--- config.mk ---
export PLATFORM = sky130hd
export DESIGN_NAME = slider_scanner
export DESIGN_NICKNAME = d
export VERILOG_FILES = /design/src/rtl/slider_pkg.sv /design/src/rtl/slider_spi_xfer.sv /design/src/rtl/slider_scanner.sv
export SDC_FILE = /design/constraint.sdc
export NUM_CORES = 1
export LEC_CHECK = 0
export CORE_ASPECT_RATIO = 0.8
export CORE_MARGIN = 2
export CORE_UTILIZATION = 59
export DETAILED_ROUTE_END_ITERATION = 7
export PLACE_DENSITY = 0.86
export RECOVER_POWER = 25
export SLEW_MARGIN = 25
export SYNTH_ARGS = -nofsm -noshare
export SYNTH_HDL_FRONTEND = slang
export SYNTH_HIERARCHICAL = 1
export SYNTH_SLANG_ARGS = --single-unit
--- constraint.sdc ---
create_clock -name clk -period 4.5 [get_ports clk]
set_input_delay 1.125 -clock clk [delete_from_list [all_inputs] [get_ports clk]]
set_output_delay 1.125 -clock clk [all_outputs]
set_load 0.02 [all_outputs]
--- src/rtl/slider_pkg.sv ---
// Shared constants and FSM state type for the slider scanner and its SPI engine.
package slider_pkg;
  localparam int ADC_BITS   = 12;
  localparam int FRAME_BITS = 16;
  localparam int MAX_CH     = 8;
  localparam int ADDR_LSB   = 11;
  localparam int ADDR_W     = $clog2(MAX_CH);

  typedef enum logic [1:0] {
    IDLE,
    FRAME,
    GAP
  } state_e;
endpackage

--- src/rtl/slider_spi_xfer.sv ---
// One 16-bit SPI mode-3 transfer: SS_n low, half-period lead, 16 SCLK periods,
// ending on the 16th rising edge; done pulses in the cycle that edge samples MISO.
module slider_spi_xfer
  import slider_pkg::*;
#(
  parameter int SCLK_DIV = 32
) (
  input  logic                  clk,
  input  logic                  rst,
  input  logic                  start_i,
  input  logic [FRAME_BITS-1:0] tx_i,
  input  logic                  miso_i,
  output logic                  ss_n_o,
  output logic                  sclk_o,
  output logic                  mosi_o,
  output logic                  done_o,
  output logic [FRAME_BITS-1:0] rx_o
);
  localparam int HALF   = SCLK_DIV / 2;
  localparam int CW     = (HALF > 1) ? $clog2(HALF) : 1;
  localparam int HW     = $clog2(2 * FRAME_BITS);
  localparam int LAST_H = 2 * FRAME_BITS - 1;

  logic                  busy_q, busy_d;
  logic [CW-1:0]         cnt_q, cnt_d;
  logic [HW-1:0]         half_q, half_d;
  logic                  ss_n_q, ss_n_d;
  logic                  sclk_q, sclk_d;
  logic                  mosi_q, mosi_d;
  logic [FRAME_BITS-1:0] tx_q, tx_d;
  logic [FRAME_BITS-2:0] rx_q, rx_d;

  always_comb begin
    busy_d = busy_q;
    cnt_d  = cnt_q;
    half_d = half_q;
    ss_n_d = ss_n_q;
    sclk_d = sclk_q;
    mosi_d = mosi_q;
    tx_d   = tx_q;
    rx_d   = rx_q;
    done_o = 1'b0;
    if (!busy_q) begin
      if (start_i) begin
        busy_d = 1'b1;
        ss_n_d = 1'b0;
        cnt_d  = '0;
        half_d = '0;
        tx_d   = tx_i;
      end
    end else if (cnt_q == CW'(HALF - 1)) begin
      cnt_d  = '0;
      half_d = half_q + 1'b1;
      // Even halves are SCLK-high (lead or high phase): their end is a falling edge.
      if (!half_q[0]) begin
        sclk_d = 1'b0;
        mosi_d = tx_q[FRAME_BITS-1];
        tx_d   = {tx_q[FRAME_BITS-2:0], 1'b0};
      end else begin
        sclk_d = 1'b1;
        rx_d   = {rx_q[FRAME_BITS-3:0], miso_i};
        if (half_q == HW'(LAST_H)) begin
          busy_d = 1'b0;
          ss_n_d = 1'b1;
          done_o = 1'b1;
        end
      end
    end else begin
      cnt_d = cnt_q + 1'b1;
    end
  end

  always_ff @(posedge clk) begin
    if (rst) begin
      busy_q <= 1'b0;
      cnt_q  <= '0;
      half_q <= '0;
      ss_n_q <= 1'b1;
      sclk_q <= 1'b1;
      mosi_q <= 1'b0;
      tx_q   <= '0;
      rx_q   <= '0;
    end else begin
      busy_q <= busy_d;
      cnt_q  <= cnt_d;
      half_q <= half_d;
      ss_n_q <= ss_n_d;
      sclk_q <= sclk_d;
      mosi_q <= mosi_d;
      tx_q   <= tx_d;
      rx_q   <= rx_d;
    end
  end

  assign rx_o   = {rx_q, miso_i};
  assign ss_n_o = ss_n_q;
  assign sclk_o = sclk_q;
  assign mosi_o = mosi_q;
endmodule

--- src/rtl/slider_scanner.sv ---
// Round-robin ADC128S-style channel scanner with prime frame and per-channel results.
// Optional IIR smoothing of each channel is built when SLIDER_FILTER_EN is defined.
module slider_scanner
  import slider_pkg::*;
#(
  parameter int NUM_CH     = 6,
  parameter int SCLK_DIV   = 32,
  parameter int FILT_SHIFT = 3
) (
  input  logic                         clk,
  input  logic                         rst,
  input  logic                         en,
  output logic [NUM_CH*ADC_BITS-1:0]   pot,
  output logic                         valid,
  output logic [2:0]                   ch,
  output logic                         SS_n,
  output logic                         SCLK,
  output logic                         MOSI,
  input  logic                         MISO
);
  localparam int GW = $clog2(SCLK_DIV);

  state_e                state_q, state_d;
  logic [ADDR_W-1:0]     addr_q, addr_d;
  logic [ADDR_W-1:0]     prev_q, prev_d;
  logic                  prime_q, prime_d;
  logic [GW-1:0]         gap_cnt_q, gap_cnt_d;
  logic                  valid_q, valid_d;
  logic [2:0]            ch_q, ch_d;
  logic                  start, done, upd, reload;
  logic [FRAME_BITS-1:0] tx_word, rx_word;
  logic [ADC_BITS-1:0]   sample;
  logic [3:0]            unused_rx;
  logic [ADDR_W-1:0]     addr_next;

  assign tx_word   = FRAME_BITS'(addr_q) << ADDR_LSB;
  assign sample    = rx_word[ADC_BITS-1:0];
  assign unused_rx = rx_word[FRAME_BITS-1:ADC_BITS];
  assign addr_next = (addr_q == ADDR_W'(NUM_CH - 1)) ? '0 : addr_q + 1'b1;

  slider_spi_xfer #(.SCLK_DIV(SCLK_DIV)) u_xfer (
    .clk    (clk),
    .rst    (rst),
    .start_i(start),
    .tx_i   (tx_word),
    .miso_i (MISO),
    .ss_n_o (SS_n),
    .sclk_o (SCLK),
    .mosi_o (MOSI),
    .done_o (done),
    .rx_o   (rx_word)
  );

  always_comb begin
    state_d   = state_q;
    addr_d    = addr_q;
    prev_d    = prev_q;
    prime_d   = prime_q;
    gap_cnt_d = gap_cnt_q;
    ch_d      = ch_q;
    valid_d   = 1'b0;
    start     = 1'b0;
    upd       = 1'b0;
    reload    = 1'b0;
    case (state_q)
      IDLE: begin
        if (en) begin
          start   = 1'b1;
          reload  = 1'b1;
          state_d = FRAME;
        end
      end
      FRAME: begin
        if (done) begin
          // The returned sample belongs to the address sent in the previous frame.
          upd       = !prime_q;
          valid_d   = !prime_q;
          ch_d      = prime_q ? ch_q : 3'(prev_q);
          prev_d    = addr_q;
          addr_d    = addr_next;
          prime_d   = 1'b0;
          gap_cnt_d = '0;
          state_d   = GAP;
        end
      end
      GAP: begin
        if (gap_cnt_q == GW'(SCLK_DIV - 1)) begin
          if (en) begin
            start   = 1'b1;
            state_d = FRAME;
          end else begin
            addr_d  = '0;
            prime_d = 1'b1;
            state_d = IDLE;
          end
        end else begin
          gap_cnt_d = gap_cnt_q + 1'b1;
        end
      end
      default: state_d = IDLE;
    endcase
  end

  always_ff @(posedge clk) begin
    if (rst) begin
      state_q   <= IDLE;
      addr_q    <= '0;
      prev_q    <= '0;
      prime_q   <= 1'b1;
      gap_cnt_q <= '0;
      valid_q   <= 1'b0;
      ch_q      <= '0;
    end else begin
      state_q   <= state_d;
      addr_q    <= addr_d;
      prev_q    <= prev_d;
      prime_q   <= prime_d;
      gap_cnt_q <= gap_cnt_d;
      valid_q   <= valid_d;
      ch_q      <= ch_d;
    end
  end

  for (genvar gi = 0; gi < NUM_CH; gi++) begin : g_ch
    logic [ADC_BITS-1:0] pot_q;
    logic                hit;
    assign hit = upd && (prev_q == ADDR_W'(gi));
`ifdef SLIDER_FILTER_EN
    logic                       first_q;
    logic signed [ADC_BITS:0]   diff, step;
    logic        [ADC_BITS-1:0] filt;
    assign diff = $signed({1'b0, sample}) - $signed({1'b0, pot_q});
    assign step = diff >>> FILT_SHIFT;
    // Result always lies between old value and sample, so modulo-4096 add is exact.
    assign filt = pot_q + step[ADC_BITS-1:0];
    always_ff @(posedge clk) begin
      if (rst) begin
        pot_q   <= '0;
        first_q <= 1'b1;
      end else begin
        if (reload) first_q <= 1'b1;
        if (hit) begin
          pot_q   <= first_q ? sample : filt;
          first_q <= 1'b0;
        end
      end
    end
`else
    always_ff @(posedge clk) begin
      if (rst) pot_q <= '0;
      else if (hit) pot_q <= sample;
    end
`endif
    assign pot[ADC_BITS*gi +: ADC_BITS] = pot_q;
  end

`ifndef SLIDER_FILTER_EN
  localparam int unused_filt_shift = FILT_SHIFT;
  logic unused_reload;
  assign unused_reload = reload;
`endif

  assign valid = valid_q;
  assign ch    = ch_q;
endmodule
Yosys cells after proc, flatten, opt, wreduce, memory -nomap -nowiden. Index checks and enable logic that the tools add are counted.

Bits in registers: 130. Output and inout port bits: 79. Word-level logic and storage cells: 116.

Add/subtract/negate cells: 4. Eq/ne operators: 20. Mux-type cells: 47. Bitwise logic cells: 2. Reductions and logical operators: 22.

Operator list (count): 2-to-1 mux 16 bit (4); 2-to-1 mux 5 bit (5); 2-to-1 mux 1 bit (23); inequality test 2 bit, second input constant (9); AND reduction 3 bit (6); 2-to-1 mux 3 bit (4); 2-to-1 mux 4 bit (3); adder 5 x 1 -> 5 bit, second input constant (2); == test 5 bit, second input constant (2); one-hot mux 5 bit (2 select lines) (1); == test 3 bit, second input constant (3); AND reduction 4 bit (2); == test 3 x 2 -> 1 bit, second input constant (2); logical AND 1 bit (6); 2-to-1 mux 2 bit (3); one-hot mux 2 bit (3 select lines) (1); one-hot mux 3 bit (2 select lines) (1); AND reduction 2 bit (3); adder 4 x 1 -> 4 bit, second input constant (1); == test 4 bit, second input constant (1); one-hot mux 1 bit (2 select lines) (2); nonzero test 2 bit (2); adder 3 x 1 -> 3 bit, second input constant (1); == test 3 x 1 -> 1 bit, second input constant (1); 6 further kinds (7).

Logic depth before layout (Yosys ltp). Gate-level depths: netlist of run 1.

Depth after elaboration: 8. Mapped depth: 10. Gate-level depth less buffers: 8.

Cells and area by module. Netlist of run 1, hierarchy kept.

By module, submodules not included: slider_scanner (instances 1, cells an instance 342, area each 3632.2 um^2, sequential area each 1801.7 um^2); slider_spi_xfer (instances 1, cells an instance 224, area each 2080.7 um^2, sequential area each 880.8 um^2).

Worst setup path before layout of run 1. Ideal clock, no wire load.

Path type: input port to flip-flop. From: in en. To: reg u_xfer.tx_q[10]. Setup time: 0.121 ns. Arrival time: 2.403 ns. Required time: 4.379 ns. Path slack: 1.975 ns. Stages on the path: 6. Path buffers: 2. Cells stage by stage: nor3b_1 -> nand2b_1 -> buf_4 -> a21boi_4 -> buf_12 -> mux2_4.

Longest elaborated chain between the ends: 5.

RTL lines: from (decl) (RTL line slider_scanner.sv:12) `input logic en,`; 2-to-1 mux 1 bit (*) (RTL line slider_scanner.sv:67, slider_scanner.sv:88); 2-to-1 mux 1 bit (RTL line slider_scanner.sv:87) `if (gap_cnt_q == GW'(SCLK_DIV - 1)) begin`; one-hot mux 1 bit (2 select lines) (*) (RTL line slider_scanner.sv:65) `case (state_q)`; nonzero test 2 bit (no line) (*); AND reduction 3 bit (no line) (*); to (signal assigned) (RTL line slider_spi_xfer.sv:90) `tx_q <= tx_d;`; to (decl) (RTL line slider_spi_xfer.sv:30) `logic [FRAME_BITS-1:0] tx_q, tx_d;`.

Mark *: on every way between the ends. The rest lies on a longest branch, timed or not. A chain may end at the register's enable or synchronous reset.

Worst setup path in the final report of run 1.
From: reg u_xfer.cnt_q[0]. To: reg g_ch[4].pot_q[4].

Longest elaborated chain between the ends: 6.

RTL lines: from (decl) (RTL line slider_spi_xfer.sv:25) `logic [CW-1:0] cnt_q, cnt_d;`; from (signal assigned) (RTL line slider_spi_xfer.sv:85) `cnt_q <= cnt_d;`; == test 4 bit (RTL line slider_spi_xfer.sv:51) `end else if (cnt_q == CW'(HALF - 1)) begin`; 2-to-1 mux 1 bit (RTL line slider_spi_xfer.sv:51); 2-to-1 mux 1 bit (RTL line slider_spi_xfer.sv:43) `if (!busy_q) begin`; net done (RTL line slider_scanner.sv:30) `logic start, done, upd, reload;`; 2-to-1 mux 1 bit (RTL line slider_scanner.sv:74) `if (done) begin`; 2-to-1 mux 1 bit (RTL line slider_scanner.sv:65); logical AND 1 bit (RTL line slider_scanner.sv:127) `assign hit = upd && (prev_q == ADDR_W'(gi));`; to (signal assigned) (RTL line slider_scanner.sv:151) `else if (hit) pot_q <= sample;`; to (decl) (RTL line slider_scanner.sv:125) `logic [ADC_BITS-1:0] pot_q;`.

The timed path passes the listed nets, and every way through them passes these cells.

==> results of run 1 <==
-- power by group through the flow --
stage / registers, mW / clock network [mW] / logic (mW)
floorplan: 1.19 / 0 / 0.0894
global placement: 1.20 / 0 / 0.0938
detailed placement: 1.20 / 0 / 0.0971
CTS: 1.17 / 1.45 / 0.0979
global route: 1.17 / 1.51 / 0.107
finish: 1.17 / 1.44 / 0.0976
-- per-stage QoR --
stage	cells	instance area (µm²)	hold WS [ns]	setup slack [ns]
6_report	751	6972	0.4749	0.8346
5_1_grt	751	6972	0.4945	0.6006
4_1_cts	751	6993	0.4787	1.376
3_5_place_dp	719	6372	0.4537	1.275
3_3_place_gp	719	6372	0.4574	1.314
2_1_floorplan	562	5618	0.4392	1.976
-- per-layer routing --
metal,up-vias,share of wire,GRT usage
met5,-,0,0
met4,0,0.011,0.06098
met3,15,0.044,0.07114
met2,125,0.50,0.4381
met1,1987,0.45,0.3238
li1,2029,-,-
-- state kept, by name, indices dropped and copies added (netlist names) --
| name | count |
|---|---|
| prev_q | 3 |
| ch | 3 |
| g_ch.pot_q | 72 |
| u_xfer/sclk_o | 1 |
| u_xfer/rx_q | 11 |
| valid | 1 |
| u_xfer/ss_n_o | 1 |
| u_xfer/busy_q | 1 |
| u_xfer/cnt_q | 4 |
| u_xfer/mosi_o | 1 |
| prime_q | 1 |
| addr_q | 3 |
| state_q | 2 |
| u_xfer/half_q | 5 |
| gap_cnt_q | 5 |
| u_xfer/tx_q | 16 |
-- layout make-up --
cell class,instances,area [µm²],area share
inverter,3,11.26,0.001615
clock buffer,17,425.4,0.06102
timing repair buffer,86,842.1,0.1208
tap,115,143.9,0.02064
sequential,130,2603,0.3733
clock inverter,15,195.2,0.02800
multi-input combinational,385,2751,0.3947
-- worst max-delay path, stage by stage, from the launching register on --
cell,delay [ns]
dfxtp_1,0.42
ha_1,0.28
and4_1,0.75
and3_1,0.46
nand3b_1,0.54
nor4_4,0.84
mux2i_1,0.27
-- how the worst min path moves through the flow --
stage / end / startpoint / cells after the start / slack (ns)
2_1_floorplan: u_xfer/mosi_o / u_xfer/tx_q[15] / 2 / 0.44
3_3_place_gp: u_xfer/sclk_o / u_xfer/sclk_o / 1 / 0.46
3_5_place_dp: u_xfer/sclk_o / u_xfer/sclk_o / 1 / 0.45
4_1_cts: gap_cnt_q[4] / gap_cnt_q[4] / 2 / 0.48
5_1_grt: u_xfer/sclk_o / u_xfer/sclk_o / 1 / 0.49
6_report: u_xfer/sclk_o / u_xfer/sclk_o / 1 / 0.47
-- placed cells by master, fill, tap and decap left out, types with 2 or more instances in the layout --
cell type,instances
a21oi_1,33
nand4_1,2
or3_1,3
a211o_1,2
ha_1,5
mux2i_1,87
conb_1,13
o21ai_0,18
nor2_1,21
a311oi_1,2
nand3_1,21
clkbuf_16,17
dlygate4sd3_1,10
nor3_1,4
nor2b_1,17
nand3b_1,3
and4_1,2
mux2_4,10
o211ai_1,2
dfxtp_1,130
a31o_2,3
and4bb_2,2
clkdlybuf4s50_1,71
nand4b_1,3
buf_4,3
inv_6,7
inv_1,2
clkinv_4,2
nand2_1,20
nand2b_1,88
mux2_2,5
clkinvlp_4,2
bufinv_16,3
nor3b_1,5
and3_1,3
==> results.md, run 1 <==
- The flow ran to the end, but the final reports show violations.
- The final reports fail on max-capacitance violations, max-slew violations.
- At the worst endpoint, the required time is 4.83 ns.
- The final antenna-violating net count is 0.
- Summing over every cut layer, the via total after detailed routing is 4,156.
- The internal power is 2.099 mW.
- The total die area is 10,240 µm².
- TritonCTS built the clock tree.
- The count of inserted antenna diode cells is 0.
- The worst setup path category is flip-flop to flip-flop.
- Headroom to the max-slew limit came out at -0.1425.
- For the pin with the worst max-slew slack, the measured transition is 1.714 ns.
- Of the total power, combinational logic draws 0.036.
- The max capacitance violation total is 1.
- The smallest clock period supported by the final layout is computed as 3.665 ns.
- The completed layout was analyzed and its total power is 2.710 mW.
- The net load switching power is 610.4 µW.
- The number of warnings reported in the yosys synthesis log is 6.
- The number of standard cells after synthesis is 550.
- The reg-to-reg critical path startpoint is u_xfer/cnt_q[0].
- The most critical setup path has its startpoint at u_xfer/cnt_q[0].
- TritonCTS created 17 clock buffers.
- The clock sink count is 130.
- After legalization and detailed placement, the total HPWL measured 8218 µm.
- The number of detailed-route iterations in the first pass is 5.
- Setup repair after global routing left no endpoint under its margin.
- Buffers inserted to repair hold after CTS numbered 0.
- Of the total power, the share spent switching nets is 0.2253.
- The number of inserted filler cells in the final layout is 578.
- The final wirelength is 12,590 µm.
- After floorplanning, the core was divided into 31 placement rows.
- The final net count is 632.
- The global-route wire length before repair is 20,950 µm.
- For the final database, setup skew stands at 0.006305 ns.
- The number of gates given a new drive strength after cts is 0.
- The core footprint is 9115 µm².
- Summed over all failing endpoints, the final setup total negative slack is 0 ns.
- The share of total power dissipated in sequential elements is 0.432.
- In this run the static leakage power is 2.920 nW.
- The initial core utilization is 0.6114.
- Across every metal layer, demand over resource in global routing totals 0.2572.
- After detailed routing, the average wire length per cell comes to 16.76 µm.
- The routability congestion estimate from global placement is 0.8247.
- The root buffer cell chosen for the clock tree is clkbuf_16.
- The critical path endpoint is g_ch[4].pot_q[4].
- The register-to-register setup slack is 0.83 ns.
- The quantity of I/O buffers inserted on ports is 82.
- The maximum buffer depth of the clock tree is 2.
- Clock-pin slew was measured on the worst setup and hold paths at 0.06 ns.
- The overall die height is 90.93 µm.
- The die boundary width is 112.7 µm.
- The post-synth design cell area is 5573 µm².
- In the finished design, the share of the clock period the worst path needs comes to 0.8145.
- Timing would allow up to 272.8 MHz.
- The areal power density over the cells is 388.7 nW/µm².
- Of the cells placed in the final design, the portion with a size suffix greater than 1 is 0.09277.
- The type of the worst min-delay path is flip-flop to flip-flop.
- The via count of the first global-routing pass is 4,122.
- Pin placement for this block handled 83 I/O pins.
- The worst vdd rail ir drop is 334.1 µV.
- STA classifies the critical path startpoint as a flip-flop.
- In the routed layout, each cell is associated on average with a via count of 5.534.
- Relative to the synthesized area, the layout overhead comes to 25.10%.
- The number of antenna violations at the first check in global routing is 0.
- The clock latency at the later pin of the worst-skew pair is 0.41 ns.
- The worst reg-to-reg path cell count is 6.
- After global routing the overflow that remains totals 0.
- The initial detailed-routing violation count is 273.
- The maximum number of pins on one net before global-route repair is 105.
- The final-report hold violation count is 0.
- The fraction of power consumed by the clock network is 0.532.
- The capture point of the worst reg-to-reg path is g_ch[4].pot_q[4].
- The count of final max-slew check failures is 105.
- The post-detailed-route DRC marker count is 0.
- The critical path data arrival time is 4.00 ns.
- The final count of negative-setup-slack endpoints is 0.
- Each instance of the synthesized netlist takes up on average 10.13 µm².
- STA classifies the critical path endpoint as a flip-flop.
- The number of setup buffers added after CTS is 0.
- The utilization of the core after routing is 0.7649.
- The maximum net fanout on the critical path is 21.
- The H-tree was split into 4 levels.
Power figures use the tool's default switching activity.
==> inputs of run 2 (changes only) <==
- CORE_UTILIZATION: 59 -> 55
- PLACE_DENSITY: 0.86 -> 0.81
- clock period: 4.5 -> 3.8 ns (I/O delays scaled with it)
==> run 2 against run 1 <==
The flow now finishes without violations. Hold slack got worse by 0.0099 ns. Combinational power rose by 21%. Routed wire length fell by 0.52%. Non-clock buffer count rose by 3. Critical path depth fell by 2. Die area rose by 7.0%. Largest power group unchanged.
==> results.md, run 2 (synthesis results as in run 1) <==
- The switching part of the total power is 0.2039.
- The areal power density over the cells is 468.2 nW/µm².
- Once the clock tree was built, the setup fixing pass inserted 0 buffers.
- The count of final max-slew check failures is 0.
- The die boundary width is 116.5 µm.
- Of the total power, the clock network draws 0.545.
- In this run the number of cells on the critical path is 4.
- The worst vdd rail ir drop is 305.6 µV.
- The post-placement cell count is 743.
- The normalized max-slew margin is 0.01452.
- Summed over all nets, the switching power comes to 675.2 µW.
- Walking the worst path, the cells encountered are clkbuf_1 > nand4_1 > o21ai_0 > a21oi_1.
- The worst setup path is of the flip-flop to flip-flop kind.
- The layout cell share with drive strength beyond 1 is 0.09703.
- The final count of negative-setup-slack endpoints is 0.
- The transition time at the pin with the least slew margin is 1.478 ns.
- The number of antenna violations at the first check in global routing was 0.
- At the end of the flow the core is filled with cells to 0.7241.
- The final net count is 635.
- Entering global routing, the biggest net connects 80 pins.
- The count of buffers added on input and output ports is 82.
- Adding up every negative setup slack in the final design gives 0 ns.
- The aggregate global routing overflow is 0.
- Data arrives at the worst endpoint at 3.39 ns.
- The register with the most flip-flops in the final layout is g_ch.pot_q.
- For this run, the slowest stage of the critical path takes 1.09 ns.
- The first detailed-routing pass ran for 4 iterations.
- The worst reg-to-reg path cell count is 4.
- Of the total power, combinational logic draws 0.036.
- The register with the most flip-flops in the layout has 72 of them.
- The cell type of the slowest stage on the worst timing path is clkbuf_1.
- TritonCTS built the clock tree.
- The internal power is 2.637 mW.
- The HPWL after detailed placement is 8060 µm.
- Counting instances, the worst hold path has a depth of 1.
- For this run, the total global-route usage over all layers was measured as 0.2406.
- Across the run, the number of max-cap violations was 0.
- The kind of cell with the highest combined delay along the critical path is buffers and inverters.
- TritonCTS created 17 clock buffers.
- The mean routed wirelength per cell is 16.16 µm.
- The final antenna-violating net count is 0.
- The via count normalized by instance count is 5.305.
- The leakage dissipation is 3.001 nW.
- Clock tree synthesis found a total of 130 sinks.
- The final-report hold violation count is 0.
- The total number of placement rows is 32.
- The maximum buffer depth of the clock tree is 2.
- The critical path capture point type is a flip-flop.
- The layout has 708 filler cells.
- Of the available clock period, the critical path in the final layout requires 0.8214.
- The number of antenna diodes in the final layout is 0.
- The startpoint type of the worst setup path is a flip-flop.
- The sequential share of power is 0.419.
- Setup repair after global routing left no endpoint under its margin.
- In this run, the number of DRC markers left after iteration 0 of detailed routing was 258.
- Hold repair after CTS inserted 0 buffers.
- The clock latency at the later pin of the worst-skew pair is 0.41 ns.
- The via count of the first global-routing pass is 4,007.
- The type of the worst min-delay path is flip-flop to flip-flop.
- The first global-routing pass estimated 20,310 µm of wire.
- The overall die height is 94.04 µm.
- After detailed placement, the total cell area comes to 6421 µm².
- The smallest clock period supported by the final layout is computed as 3.121 ns.
- The total die area is 10,960 µm².
- The area growth from synthesis to layout is 26.94%.
- The highest clock frequency the design can meet is 320.4 MHz.
- The number of standard cells in the layout, taps in and fillers out is 775.
- At the end of routability-driven placement, the weighted congestion stood at 0.8007.
- The number of top-level pins is 83.
- In this run the number of H-tree levels came out at 4.
- Once layout is done, the placed cells without fillers occupy 7074 µm².
- After clock tree synthesis, the clock-pin slew on the worst setup and hold paths is 0.06 ns.
- Leaving out fill and tap cells, the most frequent cells in the layout are 130 x dfxtp_1, 88 x nand2b_1, 87 x mux2i_1.
- The run finished with clean final reports.
- In this run the clock root is driven by a clkbuf_16.
- In the final layout, the registers with the most flip-flops are g_ch.pot_q x72, u_xfer/tx_q x16, u_xfer/rx_q x11.
- The total via count after detailed routing is 4,111.
- The core footprint is 9769 µm².
- The most common cell after layout, fill and taps aside is dfxtp_1.
- The initial core utilization is 0.5704.
- Gates resized during post-CTS repair numbered 0.
- The sum of buffers and inverters on the critical path is 1.
- For this block, the routed nets add up to 12,520 µm of wire.
- The maximum net fanout on the critical path is 26.
- The maximum clock skew at final layout is 0.01044 ns.
- For this run, design rule violations remaining after detail routing come to 0.
- The required time reported for the critical path endpoint is 4.07 ns.
==> run 2: changes by cell type in the layout (fill, tap and decap cells not counted), sizes merged <==
cell	before	now
inv	10	3
clkdlybuf4s50	71	65
dlygate4sd3	10	16
buf	3	6
clkbuf	19	22
bufinv	3	5
clkinv	3	4
clkinvlp	2	3
==> run 2: layer usage <==
metal / global-route usage / vias to the layer above / part of all wire
li1: - / 2031 / -
met1: 0.3147 / 1970 / 0.47
met2: 0.3944 / 95 / 0.48
met3: 0.05032 / 15 / 0.040
met4: 0.08627 / 0 / 0.014
met5: 0 / - / 0
==> run 2: power groups by stage <==
| stage | logic (mW) | registers, mW | clock network [mW] |
|---|---|---|---|
| 2_1_floorplan | 0.106 | 1.41 | 0 |
| 3_3_place_gp | 0.113 | 1.42 | 0 |
| 3_5_place_dp | 0.117 | 1.42 | 0 |
| 4_1_cts | 0.119 | 1.39 | 1.81 |
| 5_1_grt | 0.129 | 1.39 | 1.89 |
| 6_report | 0.118 | 1.39 | 1.81 |
==> run 2: final timing paths <==
path	slack (ns)	startpoint	end
worst max-delay path	0.68	u_xfer/busy_q	u_xfer/rx_q[10]
worst min-delay path	0.47	u_xfer/sclk_o	u_xfer/sclk_o
worst max register to register	0.68	u_xfer/busy_q	u_xfer/rx_q[10]
worst min register to register	0.47	u_xfer/sclk_o	u_xfer/sclk_o
==> run 2: metrics by stage <==
stage	setup WS [ns]	hold slack (ns)	total power, mW
floorplan	1.451	0.4392	1.519
global route	0.3927	0.4908	3.403
detailed placement	0.7161	0.4542	1.533
finish	0.6787	0.4650	3.312
global placement	0.7813	0.4558	1.529
CTS	0.8329	0.4719	3.320
==> run 2: worst register-to-register path, cell delays in order (launching register included) <==
cell	delay [ns]
dfxtp_1	0.34
clkbuf_1	1.09
nand4_1	0.96
o21ai_0	0.47
a21oi_1	0.12
==> run 2: layout make-up <==
type | instances | area (µm²) | area share
Tap cell | 136 | 170.2 | 0.02405
Inverter | 3 | 11.26 | 0.001592
Timing Repair Buffer | 89 | 863.3 | 0.1220
Sequential cell | 130 | 2603 | 0.3679
Clock buffer | 20 | 456.7 | 0.06456
Multi-Input combinational cell | 385 | 2766 | 0.3911
Clock inverter | 12 | 203.9 | 0.02883
